## config.mk

```make
export PLATFORM = sky130hd
export DESIGN_NAME = t_vpi_put_resp
export DESIGN_NICKNAME = d
export VERILOG_FILES = /design/src/rtl/t_vpi_put_pkg.sv /design/src/rtl/t_vpi_put_regs.sv /design/src/rtl/t_vpi_put_resp.sv
export SDC_FILE = /design/constraint.sdc
export NUM_CORES = 1
export LEC_CHECK = 0
export ABC_AREA = 1
export BUFFER_PORTS_ARGS = -buffer_cell sky130_fd_sc_hd__buf_2
export CAP_MARGIN = 30
export CORE_ASPECT_RATIO = 1.1
export CORE_MARGIN = 5
export CORE_UTILIZATION = 35
export CTS_CLUSTER_DIAMETER = 60
export DETAILED_ROUTE_END_ITERATION = 12
export GPL_TIMING_DRIVEN = 0
export PLACE_DENSITY_LB_ADDON = 0.25
export SETUP_SLACK_MARGIN = 0.05
export SLEW_MARGIN = 10
export SYNTH_ARGS = -nofsm -noshare
export SYNTH_HDL_FRONTEND = slang
export SYNTH_SLANG_ARGS = --single-unit
```

## constraint.sdc

```tcl
create_clock -name clk -period 4.5 [get_ports clk]
set_input_delay 0.225 -clock clk [delete_from_list [all_inputs] [get_ports clk]]
set_output_delay 0.225 -clock clk [all_outputs]
set_load 0.01 [all_outputs]
```

## src/rtl/t_vpi_put_pkg.sv

```systemverilog
// Shared definitions for the t_vpi_put_resp register-access responder.
// Holds the register address map, register widths, the FSM state type and
// the legality check used to decide when a request must be answered with
// an error.
package t_vpi_put_pkg;

    localparam logic [3:0] ADDR_ONEBIT  = 4'd0;
    localparam logic [3:0] ADDR_TWOONE  = 4'd1;
    localparam logic [3:0] ADDR_ONETWO1 = 4'd2;
    localparam logic [3:0] ADDR_ONETWO2 = 4'd3;
    localparam logic [3:0] ADDR_FTTO3   = 4'd4;
    localparam logic [3:0] ADDR_FTTO4   = 4'd5;
    localparam logic [3:0] ADDR_TESTOUT = 4'd6;
    localparam logic [3:0] ADDR_TESTIN  = 4'd7;
    localparam logic [3:0] ADDR_STATUS  = 4'd8;

    localparam int W_ONEBIT  = 1;
    localparam int W_TWOONE  = 2;
    localparam int W_ONETWO  = 2;
    localparam int W_FTTO    = 4;
    localparam int W_TESTOUT = 24;
    localparam int W_TESTIN  = 16;

    typedef enum logic [1:0] {
        IDLE,
        ACCESS,
        RESP
    } state_t;

    // True when the access is allowed: address in the map, and writes only
    // to the read/write registers (testin and status are read-only).
    function automatic logic addr_ok(input logic [3:0] addr, input logic write);
        logic ok;
        ok = (addr <= ADDR_STATUS);
        if (write && (addr >= ADDR_TESTIN))
            ok = 1'b0;
        return ok;
    endfunction

endpackage

```

## src/rtl/t_vpi_put_regs.sv

```systemverilog
// Test register storage for t_vpi_put_resp.
// Ports:
//   clk, rst_n      - clock, asynchronous active-low reset
//   we              - write enable (only asserted for writable addresses)
//   addr            - register address
//   wdata           - write data, already trimmed to the widest register
//   testin          - sampled read-only input
//   rdata           - combinational read data, zero-extended; reflects the
//                     value being written this cycle (read-after-write echo)
//   onebit .. testout - register outputs
module t_vpi_put_regs
    import t_vpi_put_pkg::*;
#(
    parameter int DW = 32
) (
    input  logic                 clk,
    input  logic                 rst_n,
    input  logic                 we,
    input  logic [3:0]           addr,
    input  logic [W_TESTOUT-1:0] wdata,
    input  logic [W_TESTIN-1:0]  testin,
    output logic [DW-1:0]        rdata,
    output logic                 onebit,
    output logic [W_TWOONE-1:0]  twoone,
    output logic [W_ONETWO-1:0]  onetwo,
    output logic [W_FTTO-1:0]    fourthreetwoone,
    output logic [W_TESTOUT-1:0] testout
);

    logic                 onebit_nxt;
    logic [W_TWOONE-1:0]  twoone_nxt;
    logic [W_ONETWO-1:0]  onetwo_nxt;
    logic [W_FTTO-1:0]    ftto_nxt;
    logic [W_TESTOUT-1:0] testout_nxt;
    logic [W_TESTOUT-1:0] rd24;

    // Next values double as the read source so a write echoes its new value.
    always_comb begin
        onebit_nxt  = onebit;
        twoone_nxt  = twoone;
        onetwo_nxt  = onetwo;
        ftto_nxt    = fourthreetwoone;
        testout_nxt = testout;
        if (we) begin
            case (addr)
                ADDR_ONEBIT:  onebit_nxt     = wdata[0];
                ADDR_TWOONE:  twoone_nxt     = wdata[1:0];
                ADDR_ONETWO1: onetwo_nxt[0]  = wdata[0];
                ADDR_ONETWO2: onetwo_nxt[1]  = wdata[0];
                ADDR_FTTO3:   ftto_nxt[1:0]  = wdata[1:0];
                ADDR_FTTO4:   ftto_nxt[3:2]  = wdata[1:0];
                ADDR_TESTOUT: testout_nxt    = wdata;
                default: ;
            endcase
        end
    end

    always_comb begin
        rd24 = '0;
        case (addr)
            ADDR_ONEBIT:  rd24[0]          = onebit_nxt;
            ADDR_TWOONE:  rd24[1:0]        = twoone_nxt;
            ADDR_ONETWO1: rd24[0]          = onetwo_nxt[0];
            ADDR_ONETWO2: rd24[0]          = onetwo_nxt[1];
            ADDR_FTTO3:   rd24[1:0]        = ftto_nxt[1:0];
            ADDR_FTTO4:   rd24[1:0]        = ftto_nxt[3:2];
            ADDR_TESTOUT: rd24             = testout_nxt;
            ADDR_TESTIN:  rd24[15:0]       = testin;
            default:      rd24             = '0;
        endcase
        rdata = DW'(rd24);
    end

    always_ff @(posedge clk or negedge rst_n) begin
        if (!rst_n) begin
            onebit          <= 1'b0;
            twoone          <= '0;
            onetwo          <= '0;
            fourthreetwoone <= '0;
            testout         <= '0;
        end else begin
            onebit          <= onebit_nxt;
            twoone          <= twoone_nxt;
            onetwo          <= onetwo_nxt;
            fourthreetwoone <= ftto_nxt;
            testout         <= testout_nxt;
        end
    end

endmodule

```

## src/rtl/t_vpi_put_resp.sv

```systemverilog
// Register-access responder for the VPI test signals. Accepts one
// read/write request at a time over a valid/ready channel, performs it on
// the test registers, and returns a response with read data and an error
// flag. Keeps saturating transaction and error counters readable at the
// status address.
// Ports:
//   clk, rst_n                         - clock, asynchronous active-low reset
//   req_valid/req_ready/req_write/req_addr/req_wdata - request channel
//   rsp_valid/rsp_ready/rsp_rdata/rsp_err            - response channel
//   testin                             - sampled read-only input
//   onebit, twoone, onetwo, fourthreetwoone, testout - test registers
module t_vpi_put_resp
    import t_vpi_put_pkg::*;
#(
    parameter int DW   = 32,
    parameter int CNTW = 16
) (
    input  logic                 clk,
    input  logic                 rst_n,
    input  logic                 req_valid,
    output logic                 req_ready,
    input  logic                 req_write,
    input  logic [3:0]           req_addr,
    input  logic [DW-1:0]        req_wdata,
    output logic                 rsp_valid,
    input  logic                 rsp_ready,
    output logic [DW-1:0]        rsp_rdata,
    output logic                 rsp_err,
    input  logic [W_TESTIN-1:0]  testin,
    output logic                 onebit,
    output logic [W_TWOONE-1:0]  twoone,
    output logic [W_ONETWO-1:0]  onetwo,
    output logic [W_FTTO-1:0]    fourthreetwoone,
    output logic [W_TESTOUT-1:0] testout
);

    function automatic logic [CNTW-1:0] sat_inc(input logic [CNTW-1:0] c);
        return (&c) ? c : c + CNTW'(1);
    endfunction

    state_t               state, state_nxt;
    logic                 wr_p0;
    logic [3:0]           addr_p0;
    logic [W_TESTOUT-1:0] wdata_p0;
    logic                 wdata_unused;
    logic [CNTW-1:0]      txn_cnt, err_cnt;
    logic                 acc, err, we;
    logic [DW-1:0]        reg_rdata, rd_mux;

    // Bits above the widest register are never stored.
    assign wdata_unused = ^(req_wdata >> W_TESTOUT);

    always_ff @(posedge clk or negedge rst_n) begin
        if (!rst_n) state <= IDLE;
        else        state <= state_nxt;
    end

    always_comb begin
        state_nxt = state;
        case (state)
            IDLE:    if (req_valid) state_nxt = ACCESS;
            ACCESS:  state_nxt = RESP;
            RESP:    if (rsp_ready) state_nxt = IDLE;
            default: state_nxt = IDLE;
        endcase
    end

    assign req_ready = (state == IDLE);
    assign rsp_valid = (state == RESP);

    // Stage p0: request capture on acceptance
    always_ff @(posedge clk) begin
        if (state == IDLE && req_valid) begin
            wr_p0    <= req_write;
            addr_p0  <= req_addr;
            wdata_p0 <= req_wdata[W_TESTOUT-1:0];
        end
    end

    // Stage p1: access, response latch and counters
    assign acc = (state == ACCESS);
    assign err = !addr_ok(addr_p0, wr_p0);
    assign we  = acc && wr_p0 && !err;

    t_vpi_put_regs #(.DW(DW)) u_regs (
        .clk             (clk),
        .rst_n           (rst_n),
        .we              (we),
        .addr            (addr_p0),
        .wdata           (wdata_p0),
        .testin          (testin),
        .rdata           (reg_rdata),
        .onebit          (onebit),
        .twoone          (twoone),
        .onetwo          (onetwo),
        .fourthreetwoone (fourthreetwoone),
        .testout         (testout)
    );

    // Status reports the counters as they stood before this transaction.
    always_comb begin
        if (addr_p0 == ADDR_STATUS) rd_mux = DW'({txn_cnt, err_cnt});
        else                        rd_mux = reg_rdata;
    end

    always_ff @(posedge clk or negedge rst_n) begin
        if (!rst_n) begin
            rsp_rdata <= '0;
            rsp_err   <= 1'b0;
            txn_cnt   <= '0;
            err_cnt   <= '0;
        end else if (acc) begin
            rsp_rdata <= rd_mux;
            rsp_err   <= err;
            txn_cnt   <= sat_inc(txn_cnt);
            if (err) err_cnt <= sat_inc(err_cnt);
        end
    end

endmodule

```

# --- Word-level counts from Yosys, hierarchy flattened ---
# Cells that the tools add are included.
word_totals:
  romBits: 0
  inputBits: 57
  output_inout_bits: 68
  ff_bits: 129
  mem_bits_rw: 0
  latch_bits: 0
  word_cells: 65
  n_memories: 0
classes:
  reduce_logical: 12
  eq_ne: 12
  n_mux: 21
  shifts: 0
  n_div: 0
  magnitude_cmp: 2
  n_bitwise: 3
  add_sub_neg: 2
  n_mul: 0
ops:
  columns: ["op", "n"]
  rows:
  - ["$mux 24", 2]
  - ["$add 16x1->16 const B", 2]
  - ["$mux 32", 1]
  - ["$reduce_and 16->1", 2]
  - ["$pmux 14 s2", 1]
  - ["$eq 4x3->1 const B", 4]
  - ["$mux 2", 7]
  - ["$eq 4x2->1 const B", 2]
  - ["$mux 8", 1]
  - ["$pmux 1 s8", 1]
  - ["$pmux 2 s3", 1]
  - ["$mux 1", 5]
  - ["$pmux 1 s5", 1]
  - ["$eq 4x1->1 const B", 1]
  - ["$eq 4x4->1 const B", 1]
  - ["$ge 4x3->1 const B", 1]
  - ["$le 4x4->1 const B", 1]
  - ["$logic_and 1x1->1", 4]
  - ["$logic_not 4->1", 1]
  - ["$mux 4", 1]
  - ["$reduce_and 2->1", 2]
  - ["$not 1->1", 3]
  - ["$reduce_and 3->1", 1]
  - ["$eq 2x1->1 const B", 1]
  - ["other kinds (5)", 5]

# --- Depth between registers and ports, before layout ---
# Gate-level depths: netlist (run 1).
depth:
  depth_word: 7
  depth_mapped: 12
  ltp_nobuf: 12

# --- Cells and area by module ---
# Synthesis (run 1) repeated with hierarchy kept, for this count alone.
unflattened:
  hier_cells: 791
  area_unflattened_um2: 6696.4
by_module_without_submodules:
  columns: ["mod", "seq_area_each_um2", "cells_each", "instances", "area_each_um2"]
  rows:
  - ["t_vpi_put_resp", 2547.4, 515, 1, 4579.4]
  - ["t_vpi_put_regs", 825.8, 276, 1, 2117.0]

# --- Worst setup path after synthesis (run 1) ---
# OpenSTA, ideal clock, no wires.
synth_timing:
  kind: "flip-flop to flip-flop"
  from: "register state[1]"
  to: "register addr_p0[0], enable pin"
  n_path_buf: 0
  synth_period_minus_slack_ps: 3144
  setup_time_ps: 458
  stages_incl_launch_ff: 2
  arrival_time_ps: 2686
  t_required_ps: 4042
  slack_ps: 1356
  path_cell_list: "dfrtp_1 -> nor3b_1"
synth_via:
  elab_chain_cells: 2
synth_lines:
  columns: ["element", "line", "rtl"]
  rows:
  - ["start: declaration", "t_vpi_put_resp.sv:41", "state_t state, state_nxt;"]
  - ["start signal: assignment", "t_vpi_put_resp.sv:55", "else state <= state_nxt;"]
  - ["$logic_not 2->1", "t_vpi_put_resp.sv:73", "if (state == IDLE && req_valid) begin"]
  - ["$logic_and 1x1->1", "t_vpi_put_resp.sv:73", null]
  - ["end signal: assignment", "t_vpi_put_resp.sv:75", "addr_p0 <= req_addr;"]
  - ["end: declaration", "t_vpi_put_resp.sv:43", "logic [3:0] addr_p0;"]
# Every way passes these cells.
# A chain may end at the register's enable or synchronous reset.

# --- Final worst setup path (run 1) ---
layout_timing:
  from: "register addr_p0[3]"
  to: "register rsp_rdata[15]"
layout_via:
  elab_chain_cells: 7
  word_cells_on_any_way: 12
  cone_classes: "2 x order compare; 3 x eq/ne; 5 x mux; 2 x reduce/logical"
layout_lines:
  columns: ["element", "line", "rtl"]
  rows:
  - ["$ge 4x3->1", "t_vpi_put_pkg.sv:35", "if (write && (addr >= ADDR_TESTIN))"]
  - ["$logic_and 1x1->1", "t_vpi_put_pkg.sv:35", null]
  - ["$mux 1", "t_vpi_put_pkg.sv:35", null]
  - ["$logic_and 1x1->1", "t_vpi_put_resp.sv:83", "assign we = acc && wr_p0 && !err;"]
  - ["$mux 24 (*)", "t_vpi_put_regs.sv:44", "if (we) begin"]
  - ["named net u_regs.testout_nxt[15]", "t_vpi_put_regs.sv:34", "logic [W_TESTOUT-1:0] testout_nxt;"]
  - ["$pmux 14 s2 (*)", "t_vpi_put_regs.sv:60", "case (addr)"]
  - ["$mux 32 (*)", "t_vpi_put_resp.sv:102", "if (addr_p0 == ADDR_STATUS) rd_mux = DW'({txn_cnt, err_cnt});"]
  - ["end signal: assignment", "t_vpi_put_resp.sv:113", "rsp_rdata <= rd_mux;"]
  - ["end: declaration", "t_vpi_put_resp.sv:27", "output logic [DW-1:0] rsp_rdata,"]
# The timed path passes the listed nets; every way through them passes the cells marked *.

==> flow_metrics.tcl, run 1 <==
set metrics [dict create \
    vias 4947 \
    clock_latency_ns 0.42 \
    cp-end-kind "flip-flop" \
    synthMuxAreaShare_pct 0 \
    path_class "flip-flop to flip-flop" \
    internal-power_mw 2.69 \
    crit_path_start_kind "flip-flop" \
    area_delta_synth_final_pct 29.9 \
    syn_area_mm2 0.00606 \
    leakage_nw 3.84 \
    path_cells "nor2_4 > nand2_2 > clkbuf_1 > o21ai_0 > nand2_1 > nand2_1 > nand3_1 > nand2_1 > nand2_1" \
    gp_congestion 0.866 \
    cpMaxStageDelayCell "edfxtp_1" \
    routed_wl_um 16000 \
    switchingPower_mw 1.36 \
    antenna_found_initial 0 \
    grt_pass1_vias 5137 \
    ys_warn_count 0 \
    cts_root_buf "clkbuf_16" \
    pin_count 125 \
    antenna_cells 0 \
    tightest_slew_ns 0.531 \
    finalNetCount 900 \
    cts.sinks 129 \
    setup_tns_ns 0 \
    yosys.area_share.simple_pct 26.6 \
    synth-seq-cells 129 \
    power.density_mw_per_mm2 515 \
    fin_skew_ns 0.00611 \
    whs_ns 0.0214 \
    start_util_pct 35.6 \
    multi_input_area_mm2 0.00234 \
    tritoncts "built" \
    fillers 1708 \
    path_max_fanout 10 \
    ys.flop_type "dfrtp_1" \
    cts_made_buffers 17 \
    cp.arrival_ns 2.23 \
    ys_top_cells_by_area "dfrtp_1 (41%), edfxtp_1 (14%), nand2_1 (14%), inv_1 (3.2%), o21ai_0 (3.1%)" \
    dp_hpwl_um 11800 \
    yosys.area.top_type "dfrtp_1" \
    die_w_um 136 \
    top_layer_used "met4" \
    antenna_left 0 \
    drive_gt1_share_pct 25.1 \
    pwr-share-clk_pct 32.7 \
    ys_seq_area_share_pct 55.6 \
    slowest_delay_ns 0.46 \
    fp-row-count 50 \
    maxSlewHeadroom_pct 64.6 \
    yosys.area.top_type_share_pct 41.3 \
    setup_violations 0 \
    r2r_slack_ns 2.58 \
    async_flop_share_pct 77.5 \
    p_comb_share_pct 26.3 \
    grt_max_degree 73 \
    seq_power_share_pct 40.9 \
    worstPathRequired_ns 4.81 \
    synth_edf_count 29 \
    post-route-drc-count 0 \
    postCtsSetupBuffers 0 \
    synth_top_family_by_area "simple AND/OR/NAND/NOR gates" \
    clk_pin_slew_ns 0.06 \
    vias_per_cell 4.55 \
    drv_cap 0 \
    fin_crit_sh_pct 42.7 \
    numPortBuffers 116 \
    status "completed" \
    die_h_um 148 \
    syn_avg_cell_area_um2 9.02 \
    slew_viol_final 0 \
    route.met2.wl_um 7760 \
    htreeDepth 4 \
    wl_met1_um 7110 \
    syn-num-nets 731 \
    yosysUniqueCellTypes 38 \
    grt_pass1_wl_um 26000 \
    final_hold_viol_count 0 \
    synthAdderAreaFrac_pct 0.413 \
    max_freq_ghz 0.521 \
    finalCriticalPeriod_ns 1.92 \
    cp_common_cell "nand2_1" \
    switching_share_pct 33.6 \
    regArea_mm2 0.00337 \
    synth_compound_area_share_pct 7.30 \
    core_mm2 0.0170 \
    overflow 0 \
    ir_worst_vdd_uv 285 \
    avgRoutedWirePerCell_um 14.7 \
    firstDrtPassIters 5 \
    hp-class "input pin to flip-flop" \
    dr_wl_met3_um 839 \
    drt_iter0_markers 271 \
    track_usage_pct 16.7 \
    syn_inst 672 \
    dieArea_mm2 0.0201 \
    synth_xor_area_share_pct 4.19 \
    rsz0062_at_grt "no" \
    cts.path.max_buffers 2 \
]
through the flow:
step / total power, mW / area (um^2) / setup WS (ns) / util, % / instances
2_1_floorplan: 2.29 / 6060 / 1.36 / - / 672
3_3_place_gp: 2.71 / 6940 / -0.0907 / 40.8 / 1022
3_5_place_dp: 2.74 / 7000 / 2.60 / 41.2 / 1026
4_1_cts: 4.10 / 7880 / 2.54 / 46.3 / 1088
5_1_grt: 4.31 / 7880 / 2.37 / 46.3 / 1088
6_report: 4.05 / 7880 / 2.58 / 46.3 / 1088
layer usage:
| layer | track usage [%] | vias to the layer above |
|---|---|---|
| met1 | 21.0 | 2305 |
| met3 | 4.16 | 22 |
| met4 | 5.75 | 0 |
| met5 | 0 | - |
| li1 | - | 2507 |
| met2 | 28.1 | 113 |
cell usage after synthesis, types with 6 or more instances:
cell type / number
a31oi_1: 8
o21ai_0: 38
xor2_1: 21
xnor2_1: 8
nand4_1: 7
nand3_1: 30
o21ai_1: 11
nand2_1: 231
nor2_1: 33
edfxtp_1: 29
o211ai_2: 7
inv_2: 6
and2_1: 10
nor3_1: 7
inv_1: 52
nand2_2: 20
dfrtp_1: 100
buf_2: 8
clkbuf_1: 8
power groups by stage:
| stage | Sequential (mW) | Combinational (mW) | Clock (mW) |
|---|---|---|---|
| CTS | 1.66 | 1.09 | 1.35 |
| finish | 1.66 | 1.07 | 1.33 |
| floorplan | 1.72 | 0.569 | 0 |
| detailed placement | 1.68 | 1.06 | 0 |
| global placement | 1.69 | 1.02 | 0 |
| global route | 1.69 | 1.20 | 1.41 |
worst max-delay path: cells and delay by family (launching register included):
family                 cells  cell delay (ns)
DFF                        1             0.46
AOI/OAI and AO/OA          1             0.24
and+or+nand+nor            7             0.84
buffers and inverters      1             0.28
sequential cells by signal, summed over array words and instances (netlist names), 4 cells and up:
| name | cells |
|---|---|
| wdata_p0 | 24 |
| u_regs.testout | 24 |
| rsp_rdata | 32 |
| u_regs.fourthreetwoone | 4 |
| addr_p0 | 4 |
| txn_cnt | 16 |
| err_cnt | 16 |
logic make-up (layout without fill, tap and decap cells):
group / count (synthesis) / in the layout
XOR/XNOR: 29 / 29
buffers and inverters: 81 / 263
AND/OR/NAND/NOR: 359 / 359
adder cells (fa/ha/maj): 2 / 2
AO/OA/AOI/OAI: 72 / 72
flip-flops: 129 / 129
final cells by class:
cell class	instances	share of cell area, %
plain buffers	23	1.76
clock buffers	18	5.45
clock inverters	14	1.81
inverters	58	2.76
multi-input cells	462	29.7
flip-flops and latches	129	42.8
well taps	234	3.72
repair buffers	150	11.9
cells in the final DEF, fill, tap and decap left out, drive strengths merged:
master       instances
dfrtp              100
nand3               31
a31oi                8
o21ai               49
nor3                 9
o21bai               1
o211ai               9
inv                 58
xor2                21
nor4                 2
ha                   2
edfxtp              29
or2                  2
clkinvlp             3
xnor2                8
nand4                8
nor3b                3
buf                134
nor2                41
clkinv               9
and2                10
o31ai                5
dlygate4sd3         30
clkbuf              27
nand2              252
bufinv               2
nand3b               1
final timing paths:
check / start / end / cells after the start
worst max-delay path: addr_p0[3]$_DFFE_PP_ / rsp_rdata[15]$_DFFE_PN0N_ / 9
worst min-delay path: req_write / wr_p0$_DFFE_PP_ / 1
worst max register to register: addr_p0[3]$_DFFE_PP_ / rsp_rdata[15]$_DFFE_PN0N_ / 9
worst min register to register: rsp_rdata[4]$_DFFE_PN0N_ / rsp_rdata[4]$_DFFE_PN0N_ / 2
max in group asynchronous: rst_n / txn_cnt[15]$_DFFE_PN0P_ / 3
min in group asynchronous: rst_n / u_regs.testout[7]$_DFF_PN0_ / 2
repair_timing:
| action | 4_1_cts | 5_1_grt |
|---|---|---|
| gates resized for setup | 0 | 0 |
| endpoints found under the hold margin | 57 | 0 |
| hold buffers | 30 | 0 |
| endpoints found under the setup margin | 0 | 0 |
(Power assumes the default switching activity.)
==> run 2: changes to the inputs <==
Clock period 4.5 ns to 1.5 ns, I/O delays scaled along.
==> flow_metrics.tcl, run 2 (synthesized netlist as in run 1, its figures left out) <==
set metrics [dict create \
    antenna_left 0 \
    vias 5276 \
    slew_viol_final 0 \
    status "complete, but fails checks" \
    cts.sinks 129 \
    ir_worst_vdd_uv 874 \
    hp-class "input pin to flip-flop" \
    crit_path_start_kind "flip-flop" \
    dr_wl_met3_um 707 \
    final_hold_viol_count 0 \
    gp_congestion 0.857 \
    start_util_pct 35.6 \
    drive_gt1_share_pct 40.1 \
    clk_pin_slew_ns 0.06 \
    wl_met1_um 7570 \
    cts.path.max_buffers 2 \
    maxSlewHeadroom_pct 65.3 \
    tritoncts "built" \
    die_w_um 136 \
    cts_made_buffers 17 \
    core_mm2 0.0170 \
    die_h_um 148 \
    finalWorstSetupSlack_ns -0.352 \
    worstPathRequired_ns 1.84 \
    cp.arrival_ns 2.19 \
    clock_latency_ns 0.42 \
    reg_top3 "rsp_rdata: 32 flops, u_regs.testout: 24 flops, wdata_p0: 24 flops" \
    grt_max_degree 71 \
    finalNetCount 958 \
    top_register "rsp_rdata" \
    dp_hpwl_um 11900 \
    power.density_mw_per_mm2 1510 \
    setup_tns_ns -12.29 \
    track_usage_pct 17.8 \
    cts_root_buf "clkbuf_16" \
    area_delta_synth_final_pct 50.9 \
    antenna_cells 0 \
    largest_register_ffs 32 \
    grt_pass1_wl_um 27600 \
    antenna_found_initial 0 \
    setup_violations 66 \
    fp-row-count 50 \
    leakage_nw 4.45 \
    max_freq_ghz 0.540 \
    final_common_cell "nand2_1" \
    vias_per_cell 4.60 \
    fin_crit_sh_pct 123 \
    cp-end-kind "flip-flop" \
    top_layer_used "met4" \
    post-route-drc-count 0 \
    regArea_mm2 0.00338 \
    whs_ns 0.00973 \
    routed_wl_um 17900 \
    path_class "flip-flop to flip-flop" \
    avgRoutedWirePerCell_um 15.6 \
    rsz0062_at_grt "yes" \
    fillers 1537 \
    tightest_slew_ns 0.520 \
    drv_cap 0 \
    numPortBuffers 116 \
    final_cell_mix "nand2_1 (183), buf_2 (118), dfrtp_1 (97), inv_1 (49), nand2_2 (43)" \
    r2r_slack_ns -0.35 \
    dieArea_mm2 0.0201 \
    route.met2.wl_um 9430 \
    path_max_fanout 6 \
    finalCriticalPeriod_ns 1.85 \
    drt_iter0_markers 253 \
    htreeDepth 4 \
    firstDrtPassIters 4 \
    grt_pass1_vias 5398 \
    multi_input_area_mm2 0.00285 \
    fin_skew_ns 0.00821 \
    pin_count 125 \
    violations "negative setup slack" \
    overflow 0 \
    post-place-ws_ns -0.394 \
]
## run 2: routing by layer
metal / global-route usage [%] / vias to the layer above
met5: 0 / -
met4: 5.14 / 0
met3: 3.86 / 12
met2: 31.4 / 112
met1: 21.9 / 2525
li1: - / 2627
## run 2: final timing paths
kind	cells after the start	from	end
worst max-delay path	12	addr_p0[0]$_DFFE_PP_	rsp_rdata[23]$_DFFE_PN0N_
worst min-delay path	5	testin[11]	rsp_rdata[11]$_DFFE_PN0N_
worst max register to register	12	addr_p0[0]$_DFFE_PP_	rsp_rdata[23]$_DFFE_PN0N_
worst min register to register	2	wdata_p0[16]$_DFFE_PP_	u_regs.testout[16]$_DFF_PN0_
max in group asynchronous	3	rst_n	txn_cnt[11]$_DFFE_PN0P_
min in group asynchronous	2	rst_n	u_regs.testout[7]$_DFF_PN0_
## run 2: metrics by stage
step                std cells  util [%]  cell area, um^2  total power, mW
floorplan                 672         -             6180             7.00
global placement         1022      41.4             7050             8.28
detailed placement       1025      41.8             7120             8.37
CTS                      1129      51.1             8700             13.3
global route             1146      53.8             9150             14.6
finish                   1146      53.8             9150             13.8
## run 2: power breakdown
| group | internal, mW | switching, mW | leakage [nW] |
|---|---|---|---|
| Sequential | 4.44 | 0.611 | 1.59 |
| Clock | 2.85 | 1.51 | 0.294 |
| Combinational | 1.95 | 2.47 | 2.56 |
| Total | 9.24 | 4.59 | 4.45 |
## run 2: repair_timing
action | in CTS | in global routing
hold endpoints to repair | 141 | 0
buffers inserted | 28 | 21
cloned | 2 | 2
setup endpoints to repair | 109 | 127
pin swaps | 24 | 29
resized for setup | 72 | 113
hold buffers | 42 | 0
## run 2: critical path: stages (launching register included)
cell and delay (ns):
edfxtp_1 0.45, nand2_1 0.12, inv_2 0.06, nand2_4 0.07, nand4_4 0.21, nor2_8 0.21, buf_8 0.13, buf_12 0.10
buf_6 0.09, nand2_2 0.04, nand2_2 0.08, nand2_2 0.05, a31oi_1 0.15
## run 2: layout make-up
| class | instances | area share (%) |
|---|---|---|
| Sequential cell | 129 | 36.9 |
| Multi-Input combinational cell | 463 | 31.2 |
| Timing Repair Buffer | 210 | 17.5 |
| Clock buffer | 21 | 5.03 |
| Tap cell | 234 | 3.20 |
| Inverter | 58 | 2.47 |
| Buffer | 20 | 1.97 |
| Clock inverter | 11 | 1.75 |
